### config.mk
export PLATFORM = sky130hd
export DESIGN_NAME = pipe_stall_ctrl_flat
export DESIGN_NICKNAME = d
export VERILOG_FILES = /design/src/rtl/pipe_ctrl_pkg.sv /design/src/rtl/pipe_stall_ctrl_if.sv /design/src/rtl/sat_counter.sv /design/src/rtl/pipe_stall_ctrl.sv /design/src/flat_wrapper.sv
export SDC_FILE = /design/constraint.sdc
export NUM_CORES = 1
export LEC_CHECK = 0
export CAP_MARGIN = 20
export CORE_ASPECT_RATIO = 0.8
export CORE_MARGIN = 2
export CORE_UTILIZATION = 32
export DETAILED_ROUTE_END_ITERATION = 10
export HOLD_SLACK_MARGIN = 0.08
export PLACE_DENSITY = 0.86
export SLEW_MARGIN = 20
export SYNTH_ARGS = -nofsm -noshare
export SYNTH_HDL_FRONTEND = slang
export SYNTH_SLANG_ARGS = --single-unit
### constraint.sdc
create_clock -name clk -period 2 [get_ports clk]
set_input_delay 0.2 -clock clk [delete_from_list [all_inputs] [get_ports clk]]
set_output_delay 0.2 -clock clk [all_outputs]
set_load 0.03 [all_outputs]
### src/rtl/pipe_ctrl_pkg.sv
// pipe_ctrl_pkg: shared state enum, default sizes and stage-control bundle for pipe_stall_ctrl.
package pipe_ctrl_pkg;
  typedef enum logic [1:0] {RUN, WAIT, HALT} state_t;
  localparam int MAX_WAIT_DEF = 15;
  localparam int CNT_W_DEF = 32;
  typedef struct packed {
    logic pc_write;
    logic if_id_write;
    logic if_id_flush;
    logic id_ex_write;
    logic id_ex_bubble;
    logic ex_mem_write;
    logic mem_wb_bubble;
  } stage_ctrl_t;
  localparam stage_ctrl_t CTL_OFF = 7'b0000000;
  localparam stage_ctrl_t CTL_RUN = 7'b1101010;
  localparam stage_ctrl_t CTL_LU  = 7'b0001110;
  localparam stage_ctrl_t CTL_BR  = 7'b1111010;
  localparam stage_ctrl_t CTL_FRZ = 7'b0000001;
endpackage

### src/rtl/pipe_stall_ctrl_if.sv
// pipe_stall_ctrl_if: hazard/memory inputs, per-stage controls and perf counters of the stall sequencer.
interface pipe_stall_ctrl_if #(parameter int CNT_W = 32);
  logic load_use_hz;
  logic branch_taken_id;
  logic jump_id;
  logic dmem_req;
  logic dmem_ready;
  logic perf_clr;
  logic pc_write;
  logic if_id_write;
  logic if_id_flush;
  logic id_ex_write;
  logic id_ex_bubble;
  logic ex_mem_write;
  logic mem_wb_bubble;
  logic halted;
  logic mem_err;
  logic [CNT_W-1:0] cyc_cnt;
  logic [CNT_W-1:0] stall_cnt;
  logic [CNT_W-1:0] flush_cnt;
  logic [CNT_W-1:0] wait_cnt;
  modport master (
    output load_use_hz, branch_taken_id, jump_id, dmem_req, dmem_ready, perf_clr,
    input pc_write, if_id_write, if_id_flush, id_ex_write, id_ex_bubble, ex_mem_write,
    input mem_wb_bubble, halted, mem_err, cyc_cnt, stall_cnt, flush_cnt, wait_cnt
  );
  modport slave (
    input load_use_hz, branch_taken_id, jump_id, dmem_req, dmem_ready, perf_clr,
    output pc_write, if_id_write, if_id_flush, id_ex_write, id_ex_bubble, ex_mem_write,
    output mem_wb_bubble, halted, mem_err, cyc_cnt, stall_cnt, flush_cnt, wait_cnt
  );
endinterface

### src/rtl/sat_counter.sv
// sat_counter: counter that sticks at all-ones; clr wins over inc.
module sat_counter #(parameter int W = 32) (
  input  logic         clk,
  input  logic         rst,
  input  logic         inc,
  input  logic         clr,
  output logic [W-1:0] q
);
  always_ff @(posedge clk or posedge rst)
    if (rst) q <= '0;
    else if (clr) q <= '0;
    else if (inc && !(&q)) q <= q + 1'b1;
endmodule

### src/rtl/pipe_stall_ctrl.sv
// pipe_stall_ctrl: stall/flush sequencer with memory-wait timeout; perf counters built when PIPE_PERF_CNT_EN is defined.
module pipe_stall_ctrl
  import pipe_ctrl_pkg::*;
#(
  parameter int MAX_WAIT = MAX_WAIT_DEF,
  parameter int CNT_W = CNT_W_DEF
) (
  input logic clk,
  input logic rst,
  pipe_stall_ctrl_if.slave bus
);
  state_t state, nxt;
  logic [7:0] wcnt, wcnt_nxt;
  stage_ctrl_t ctl, ctl_o;
  logic err, mem_wait, redirect;
  assign mem_wait = bus.dmem_req & ~bus.dmem_ready;
  assign redirect = bus.branch_taken_id | bus.jump_id;
  always_ff @(posedge clk or posedge rst)
    if (rst) begin
      state <= RUN;
      wcnt <= '0;
    end else begin
      state <= nxt;
      wcnt <= wcnt_nxt;
    end
  always_comb begin
    nxt = state;
    wcnt_nxt = wcnt;
    err = 1'b0;
    ctl = state == HALT ? CTL_OFF : mem_wait ? CTL_FRZ : bus.load_use_hz ? CTL_LU : redirect ? CTL_BR : CTL_RUN;
    if (state != HALT && mem_wait) begin
      if (state == RUN) begin
        nxt = WAIT;
        wcnt_nxt = 8'd1;
      end else if (wcnt == 8'(MAX_WAIT)) begin
        nxt = HALT;
        err = 1'b1;
      end else wcnt_nxt = wcnt + 8'd1;
    end else if (state == WAIT) begin
      nxt = RUN;
      wcnt_nxt = '0;
    end
  end
  // reset forces every control low, independent of the decode
  assign ctl_o = rst ? CTL_OFF : ctl;
  assign bus.pc_write = ctl_o.pc_write;
  assign bus.if_id_write = ctl_o.if_id_write;
  assign bus.if_id_flush = ctl_o.if_id_flush;
  assign bus.id_ex_write = ctl_o.id_ex_write;
  assign bus.id_ex_bubble = ctl_o.id_ex_bubble;
  assign bus.ex_mem_write = ctl_o.ex_mem_write;
  assign bus.mem_wb_bubble = ctl_o.mem_wb_bubble;
  assign bus.halted = ~rst & (state == HALT);
  assign bus.mem_err = ~rst & err;
`ifdef PIPE_PERF_CNT_EN
  sat_counter #(.W(CNT_W)) u_cyc (
    .clk(clk), .rst(rst), .inc(1'b1), .clr(bus.perf_clr), .q(bus.cyc_cnt)
  );
  sat_counter #(.W(CNT_W)) u_stall (
    .clk(clk), .rst(rst), .inc(~ctl_o.pc_write & ~bus.halted), .clr(bus.perf_clr), .q(bus.stall_cnt)
  );
  sat_counter #(.W(CNT_W)) u_flush (
    .clk(clk), .rst(rst), .inc(ctl_o.if_id_flush), .clr(bus.perf_clr), .q(bus.flush_cnt)
  );
  sat_counter #(.W(CNT_W)) u_wait (
    .clk(clk), .rst(rst), .inc(mem_wait & (state != HALT)), .clr(bus.perf_clr), .q(bus.wait_cnt)
  );
`else
  assign bus.cyc_cnt = '0;
  assign bus.stall_cnt = '0;
  assign bus.flush_cnt = '0;
  assign bus.wait_cnt = '0;
`endif
endmodule
### src/flat_wrapper.sv
// flat-port wrapper written by rule: the top's interface ports become plain ports
module pipe_stall_ctrl_flat import pipe_ctrl_pkg::*;
#(
  parameter int MAX_WAIT = MAX_WAIT_DEF,
  parameter int CNT_W = CNT_W_DEF
)
  (clk, rst, bus_load_use_hz, bus_branch_taken_id, bus_jump_id, bus_dmem_req, bus_dmem_ready, bus_perf_clr, bus_pc_write, bus_if_id_write, bus_if_id_flush, bus_id_ex_write, bus_id_ex_bubble, bus_ex_mem_write, bus_mem_wb_bubble, bus_halted, bus_mem_err, bus_cyc_cnt, bus_stall_cnt, bus_flush_cnt, bus_wait_cnt);
  pipe_stall_ctrl_if #(.CNT_W(CNT_W)) bus_i ();
  input logic clk;
  input logic rst;
  input wire logic [$bits(bus_i.load_use_hz)-1:0] bus_load_use_hz;
  input wire logic [$bits(bus_i.branch_taken_id)-1:0] bus_branch_taken_id;
  input wire logic [$bits(bus_i.jump_id)-1:0] bus_jump_id;
  input wire logic [$bits(bus_i.dmem_req)-1:0] bus_dmem_req;
  input wire logic [$bits(bus_i.dmem_ready)-1:0] bus_dmem_ready;
  input wire logic [$bits(bus_i.perf_clr)-1:0] bus_perf_clr;
  output wire logic [$bits(bus_i.pc_write)-1:0] bus_pc_write;
  output wire logic [$bits(bus_i.if_id_write)-1:0] bus_if_id_write;
  output wire logic [$bits(bus_i.if_id_flush)-1:0] bus_if_id_flush;
  output wire logic [$bits(bus_i.id_ex_write)-1:0] bus_id_ex_write;
  output wire logic [$bits(bus_i.id_ex_bubble)-1:0] bus_id_ex_bubble;
  output wire logic [$bits(bus_i.ex_mem_write)-1:0] bus_ex_mem_write;
  output wire logic [$bits(bus_i.mem_wb_bubble)-1:0] bus_mem_wb_bubble;
  output wire logic [$bits(bus_i.halted)-1:0] bus_halted;
  output wire logic [$bits(bus_i.mem_err)-1:0] bus_mem_err;
  output wire logic [$bits(bus_i.cyc_cnt)-1:0] bus_cyc_cnt;
  output wire logic [$bits(bus_i.stall_cnt)-1:0] bus_stall_cnt;
  output wire logic [$bits(bus_i.flush_cnt)-1:0] bus_flush_cnt;
  output wire logic [$bits(bus_i.wait_cnt)-1:0] bus_wait_cnt;
  assign bus_i.load_use_hz = bus_load_use_hz;
  assign bus_i.branch_taken_id = bus_branch_taken_id;
  assign bus_i.jump_id = bus_jump_id;
  assign bus_i.dmem_req = bus_dmem_req;
  assign bus_i.dmem_ready = bus_dmem_ready;
  assign bus_i.perf_clr = bus_perf_clr;
  assign bus_pc_write = bus_i.pc_write;
  assign bus_if_id_write = bus_i.if_id_write;
  assign bus_if_id_flush = bus_i.if_id_flush;
  assign bus_id_ex_write = bus_i.id_ex_write;
  assign bus_id_ex_bubble = bus_i.id_ex_bubble;
  assign bus_ex_mem_write = bus_i.ex_mem_write;
  assign bus_mem_wb_bubble = bus_i.mem_wb_bubble;
  assign bus_halted = bus_i.halted;
  assign bus_mem_err = bus_i.mem_err;
  assign bus_cyc_cnt = bus_i.cyc_cnt;
  assign bus_stall_cnt = bus_i.stall_cnt;
  assign bus_flush_cnt = bus_i.flush_cnt;
  assign bus_wait_cnt = bus_i.wait_cnt;
  pipe_stall_ctrl #(.MAX_WAIT(MAX_WAIT), .CNT_W(CNT_W)) u_core (.clk(clk), .rst(rst), .bus(bus_i));
endmodule
* Yosys cells after proc, flatten, opt, wreduce, memory -nomap -nowiden
Index checks and enable logic that the tools add are counted.
** Cells by class
- Add/subtract/negate cells :: 1
- Eq/ne operators :: 6
- Multiplexer cells :: 16
- Bitwise logic cells :: 6
- Reductions and logical operators :: 5
** Operators with widths (count)
- $mux 8 :: 4
- $mux 7 :: 4
- $add 8x1->8 const B :: 1
- $eq 8x4->1 const B :: 1
- $mux 2 :: 4
- $ne 3x3->1 const B :: 2
- $mux 5 :: 1
- $reduce_and 2->1 :: 2
- $and 1x1->1 :: 3
- $mux 1 :: 3
- $eq 2x1->1 const B :: 1
- $eq 2x2->1 const B :: 1
- $logic_not 2->1 :: 1
- $ne 2x2->1 const B :: 1
- $not 1->1 :: 2
- $reduce_bool 2->1 :: 1
- $logic_and 1x1->1 :: 1
- $or 1x1->1 :: 1
** Word-level totals
- Register bits :: 10
- Output and inout bits :: 137
- Word-level logic and storage cells :: 36

* Depth between registers and ports, before layout
Gate-level depths: netlist of the first run.
- Word-level depth :: 6
- Mapped depth :: 5
- Depth with buffers taken out :: 5

* Worst setup path after synthesis of the first run
Ideal clock, no wire load.
- Path kind :: reg-to-output
- Start :: reg u_core.state[1]
- End :: out bus_if_id_flush
- Arrival :: 2.091 ns
- Data required time :: 1.800 ns
- Path slack :: -0.291 ns
- Stages on the path, launching flop included :: 5
- Path buffers :: 1
- Cell sequence :: dfrtp_1 -> buf_2 -> nor2b_1 -> nor4_1 -> o21a_1
** On the way
- Longest elaborated chain between the ends :: 3
** RTL lines
- start: declaration :: RTL line pipe_stall_ctrl.sv:12 : state_t state, nxt;
- start signal: assignment :: RTL line pipe_stall_ctrl.sv:23 : state <= nxt;
- $eq 2x2->1 :: RTL line pipe_stall_ctrl.sv:30 : ctl = state == HALT ? CTL_OFF : mem_wait ? CTL_FRZ : bus.load_use_hz ? CTL_LU : redirect ? CTL_BR : CTL_RUN;
- $mux 7 :: RTL line pipe_stall_ctrl.sv:30
- $mux 7 :: RTL line pipe_stall_ctrl.sv:45 : assign ctl_o = rst ? CTL_OFF : ctl;
- end: declaration :: RTL line flat_wrapper.sv:19 : output wire logic [$bits(bus_i.if_id_flush)-1:0] bus_if_id_flush;
Every way passes these cells.

* Final worst setup path of the first run
- Start :: reg u_core.wcnt[0]
- End :: out bus_mem_err
** On the way
- Longest elaborated chain between the ends :: 5
** RTL lines
- start: declaration :: RTL line pipe_stall_ctrl.sv:13 : logic [7:0] wcnt, wcnt_nxt;
- start signal: assignment :: RTL line pipe_stall_ctrl.sv:24 : wcnt <= wcnt_nxt;
- $eq 8x4->1 :: RTL line pipe_stall_ctrl.sv:35 : end else if (wcnt == 8'(MAX_WAIT)) begin
- $mux 1 :: RTL line pipe_stall_ctrl.sv:35
- $mux 1 :: RTL line pipe_stall_ctrl.sv:32 : if (state == RUN) begin
- $mux 1 :: RTL line pipe_stall_ctrl.sv:31 : if (state != HALT && mem_wait) begin
- $and 1x1->1 :: RTL line pipe_stall_ctrl.sv:54 : assign bus.mem_err = ~rst & err;
- end: declaration :: RTL line flat_wrapper.sv:25 : output wire logic [$bits(bus_i.mem_err)-1:0] bus_mem_err;
Every way passes these cells.

==> results of run 1 <==
## power by group
part	switching [mW]	leakage [nW]	internal, mW
Combinational	0.379	0.647	0.0494
Clock	0.0743	0.0216	0.131
Sequential	0.0103	0.135	0.212
## area by class of cell
cell class              instances  area, µm²  share of cell area
repair buffers                 20      172.7              0.1230
multi-input cells             185      854.6              0.6087
well taps                      62      77.57             0.05526
inverters                       2      7.507            0.005348
flip-flops and latches         10      250.2              0.1783
clock buffers                   3      41.29             0.02941
## worst paths after layout
check	start	end	slack (ns)	depth (start not counted)
min in group clk	u_core.wcnt[7]	u_core.wcnt[7]	0.57	1
max	u_core.wcnt[0]	bus_mem_err	0.24	6
min reg2reg	u_core.wcnt[7]	u_core.wcnt[7]	0.57	1
max in group asynchronous	rst	u_core.state[1]	1.32	2
max reg2reg	u_core.wcnt[0]	u_core.wcnt[2]	0.42	4
min	rst	u_core.wcnt[2]	0.40	2
## cell families (layout without fill, tap and decap cells)
group                    after synthesis  count (layout)  share of synthesized area
AND/OR/NAND/NOR                       33              33                     0.1159
other                                  1             128                   0.002271
XOR/XNOR                               3               3                    0.01591
adder cells (fa/ha/maj)                2               2                    0.01439
AO/OA/AOI/OAI                         19              19                    0.07653
flip-flops                            10              10                     0.1515
buffers and inverters                137              25                     0.6235
## routing by layer
layer / GRT usage / up-vias / share of wire
li1: - / 439 / -
met1: 0.07570 / 436 / 0.33
met2: 0.09722 / 82 / 0.49
met3: 0.02292 / 5 / 0.16
met4: 0.04839 / 0 / 0.024
met5: 0 / - / 0
## what timing repair did
| item | CTS | global route |
|---|---|---|
| gates resized for setup | 0 | 1 |
| endpoints found under the hold margin | 0 | 0 |
| endpoints found under the setup margin | 0 | 1 |
| hold buffers | 0 | 0 |
## cell usage in the layout, fill, tap and decap left out
master,Yosys,final
nor4_2,0,1
o21ai_0,4,4
o31ai_1,1,1
a41oi_1,1,1
o21bai_1,1,1
nand2_1,4,4
a21oi_1,3,3
a31oi_1,3,3
a311oi_1,1,1
nor2b_1,2,2
a22o_1,2,2
nor4_4,1,1
buf_4,131,12
maj3_2,1,1
and2_1,1,1
conb_1,1,128
inv_1,2,2
xor2_1,1,1
and3_1,1,1
o21a_1,1,1
dlymetal6s2s_1,0,1
dfrtp_1,10,10
or2_2,1,1
nand4b_1,1,1
ha_1,1,1
clkdlybuf4s50_1,0,7
a31o_1,1,1
nand3_1,2,2
nand3b_1,1,1
and4_1,1,1
xnor2_1,2,2
nand4_1,2,2
clkbuf_8,0,3
nand3_2,1,1
nor2_1,9,9
nor3_1,4,4
o22ai_1,1,1
nand2b_1,1,1
## synth_stat cells
cell,instances
nand2_1,4
buf_4,131
nand2b_1,1
buf_6,3
nand3_2,1
ha_1,1
a22o_1,2
nor3_1,4
and2_1,1
xor2_1,1
o21a_1,1
nor2b_1,2
nand4_1,2
conb_1,1
and4_1,1
nor4_4,1
nor2_1,9
a31o_1,1
nand3b_1,1
a21oi_1,3
o31ai_1,1
and3_1,1
buf_2,1
maj3_2,1
a41oi_1,1
nand3_1,2
xnor2_1,2
o21ai_0,4
or2_2,1
dfrtp_1,10
o21bai_1,1
a311oi_1,1
a31oi_1,3
inv_1,2
nand4b_1,1
o22ai_1,1
nor4_1,1
## flip-flops by register name (all words and copies together) (netlist names)
name,cells
u_core.wcnt,8
u_core.state,2
## per-stage QoR
step	utilization	power, mW
2_1_floorplan	-	0.8016
3_3_place_gp	0.2732	0.6430
3_5_place_dp	0.2732	0.6477
4_1_cts	0.2815	0.8526
5_1_grt	0.2820	0.9000
6_report	0.2820	0.8567
## worst register-to-register path, stage by stage (launching register included)
cell and delay [ns]:
dfrtp_1 0.42, ha_1 0.26, and3_1 0.25, a31oi_1 0.37, a311oi_1 0.15
==> qor.yml, run 1 <==
status: "finished, final reports clean"
period_share: 0.8791
place_area_um2: 1360
critPathLaunchType: "flop"
vias_per_cell: 3.411
fillers: 544
nets: 231
die_width_um: 84.32
area_delta_synth_final_pct: -15.00
dp_slack_ns: 0.07368
synth_cells: 205
setup_viol: 0
gp_congestion: 0.8810
clk_pin_slew_ns: 0.05
drive_gt1_frac: 0.09091
hpwl_um: 1874
fin_crit_ns: 1.758
finalSetupTns_ns: 0
path_buf_inv: 1
wirelength_um: 2238
drt_iter0_drc: 42
postSynthAreaPerCell_um2: 8.057
post-cts-setup-buffer-count: 0
clock_sinks: 10
slowest_delay_ns: 0.41
rsz0062_at_grt: "false"
io_buffers: 15
seq_area_frac_synth: 0.1515
ios: 145
grt_pass1_vias: 611
hold_class: "primary input to asynchronous set/reset pin"
grt_usage: 0.06423
drc: 0
grt_max_degree: 11
antenna_cells: 0
ys_ff_latch: 10
root_buffer: "clkbuf_8"
cts_tree: "built"
drt-pass1-iter-count: 4
cellLeakagePower_nw: 0.8037
antenna_left: 0
worst_slack_ns: 0.2419
drv_cap: 0
crit_arrival_ns: 1.56
core_um2: 4979
cts_buffers: 3
initial_utilization: 0.3317
required_ns: 1.80
grt_pass1_wl_um: 2856
clockBufferDepth: 2
fp-row-count: 23
power_density_nw_per_um2: 610.3
die-area_um2: 5755
criticalPathCategory: "flop to primary output"
maxSlewViolCount: 0
final_cells: 282
gr-total-overflow: 0
design_area_um2: 1404
hold_ws_ns: 0.4007
die_h_um: 68.26
synth_area_um2: 1652
ir_drop_v: 0.0001970
cp_common_cell: "nor3_1"
critPathTopFamily: "simple AND/OR/NAND/NOR gates"
synth_warnings: 0
clk_latency_ns: 0.23
antenna_found_initial: 0
fin_skew_ns: 0.003346
vias: 962
post_drt_wl_per_cell_um: 7.936
synthDominantCellAreaShare: 0.5955
worstPathMaxFanout: 5
synth_cell_type_count: 37
end_kind: "primary output"
h-tree-depth: 1
synth_area_leaders: "buf_4 60%, dfrtp_1 15%, nor2_1 2.0%"
placedCellCount: 279
synth.largest_area_cell: "buf_4"
hold_viol_final: 0
crit_path_top_delay_cell: "dfrtp_1"
fmax_mhz: 568.8
crit_chain: "ha_1 > nand2_1 > nor3_1 > nand4_1 > nor3_1 > buf_4"
Power figures use the tool's default switching activity.
==> run 2: changes to the inputs <==
--- a/config.mk
+++ b/config.mk
@@ -7,7 +7,6 @@
 export LEC_CHECK = 0
 export CAP_MARGIN = 20
 export CORE_ASPECT_RATIO = 0.8
-export CORE_MARGIN = 2
 export CORE_UTILIZATION = 32
 export DETAILED_ROUTE_END_ITERATION = 10
 export HOLD_SLACK_MARGIN = 0.08
==> qor.yml, run 2 (synthesis gave the netlist of run 1 again) <==
status: "finished, final reports clean"
finalSetupTns_ns: 0
crit_arrival_ns: 1.59
cts_buffers: 3
critPathLaunchType: "flop"
drive_gt1_frac: 0.09502
power.total_mw: 0.8577
gr-total-overflow: 0
final_cell_mix: "128 x conb_1, 12 x buf_4, 10 x dfrtp_1, 9 x nor2_1, 7 x clkdlybuf4s50_1"
dp_slack_ns: 0.03641
fmax_mhz: 559.4
fin_skew_ns: 0.002141
criticalPathCategory: "flop to primary output"
worstPathMaxFanout: 4
drv_cap: 0
die_width_um: 82.32
final_common_cell: "conb_1"
ir_drop_v: 0.0001762
nets: 232
fin_crit_ns: 1.787
cts_tree: "built"
end_kind: "primary output"
die_h_um: 66.26
hold_ws_ns: 0.4092
antenna_left: 0
clock_sinks: 10
clk_latency_ns: 0.24
drc: 0
largest_registers: "u_core.wcnt: 8 flops, u_core.state: 2 flops"
hpwl_um: 1913
root_buffer: "clkbuf_8"
drt-pass1-iter-count: 4
drt_iter0_drc: 28
vias_per_cell: 3.402
period_share: 0.8937
h-tree-depth: 1
ios: 145
post-cts-setup-buffer-count: 0
wirelength_um: 2221
placedCellCount: 278
setup_viol: 0
cellLeakagePower_nw: 0.8086
area_delta_synth_final_pct: -14.85
largest_reg_flops: 8
final_cells: 281
io_buffers: 15
grt_max_degree: 11
fp-row-count: 22
gp_congestion: 0.8439
clk_pin_slew_ns: 0.05
maxSlewViolCount: 0
rsz0062_at_grt: "false"
post_drt_wl_per_cell_um: 7.904
hold_class: "primary input to asynchronous set/reset pin"
required_ns: 1.80
power_density_nw_per_um2: 609.9
vias: 956
antenna_found_initial: 0
die-area_um2: 5454
core_um2: 4762
hold_viol_final: 0
initial_utilization: 0.3468
clockBufferDepth: 2
grt_pass1_vias: 637
grt_usage: 0.07168
grt_pass1_wl_um: 2898
worst_slack_ns: 0.2125
antenna_cells: 0
largest-register: "u_core.wcnt"
## run 2: cell count changes in the layout (fill, tap and decap cells not counted), sizes merged
cell,delta
clkbuf,+1
## run 2: power by group
group | switching, mW | total [mW] | internal, mW
Sequential | 0.00932 | 0.221 | 0.212
Combinational | 0.378 | 0.427 | 0.0482
Clock | 0.0779 | 0.210 | 0.132
Total | 0.466 | 0.858 | 0.392
## run 2: layout make-up
class	count	area, µm²
inverters	2	7.507
repair buffers	21	177.7
fillers	524	3356
well taps	60	75.07
multi-input cells	185	854.6
clock buffers	3	41.29
flip-flops and latches	10	250.2
## run 2: worst max-delay path, cell delays in order, from the launching register on
cell	delay [ns]
dfrtp_1	0.40
inv_1	0.08
nand2_1	0.09
nor2_1	0.10
clkdlybuf4s50_1	0.67
## run 2: stage by stage
step,area [µm²],util
2_1_floorplan,2135,-
3_3_place_gp,1368,0.2872
3_5_place_dp,1368,0.2872
4_1_cts,1408,0.2956
5_1_grt,1406,0.2953
6_report,1406,0.2953
## run 2: timing repair
action,CTS,global route
gates resized for setup,1,4
hold buffers,0,0
setup endpoints to repair,1,2
## run 2: layer usage
layer / part of all wire / vias to the layer above / track usage
met5: 0 / - / 0
met4: 0.019 / 0 / 0.04605
met3: 0.13 / 5 / 0.01931
met2: 0.52 / 80 / 0.1136
met1: 0.33 / 431 / 0.08436
li1: - / 440 / -
## run 2: worst paths after layout
kind                                       from             end  slack (ns)  depth (start not counted)
worst min register to register   u_core.wcnt[7]  u_core.wcnt[7]        0.55                          1
worst min-delay path                        rst  u_core.wcnt[5]        0.41                          2
worst max-delay path            u_core.state[0]      bus_halted        0.21                          4
max in group asynchronous                   rst  u_core.wcnt[3]        1.30                          2
worst max register to register   u_core.wcnt[0]  u_core.wcnt[2]        0.40                          4
min in group clk                 u_core.wcnt[7]  u_core.wcnt[7]        0.55                          1
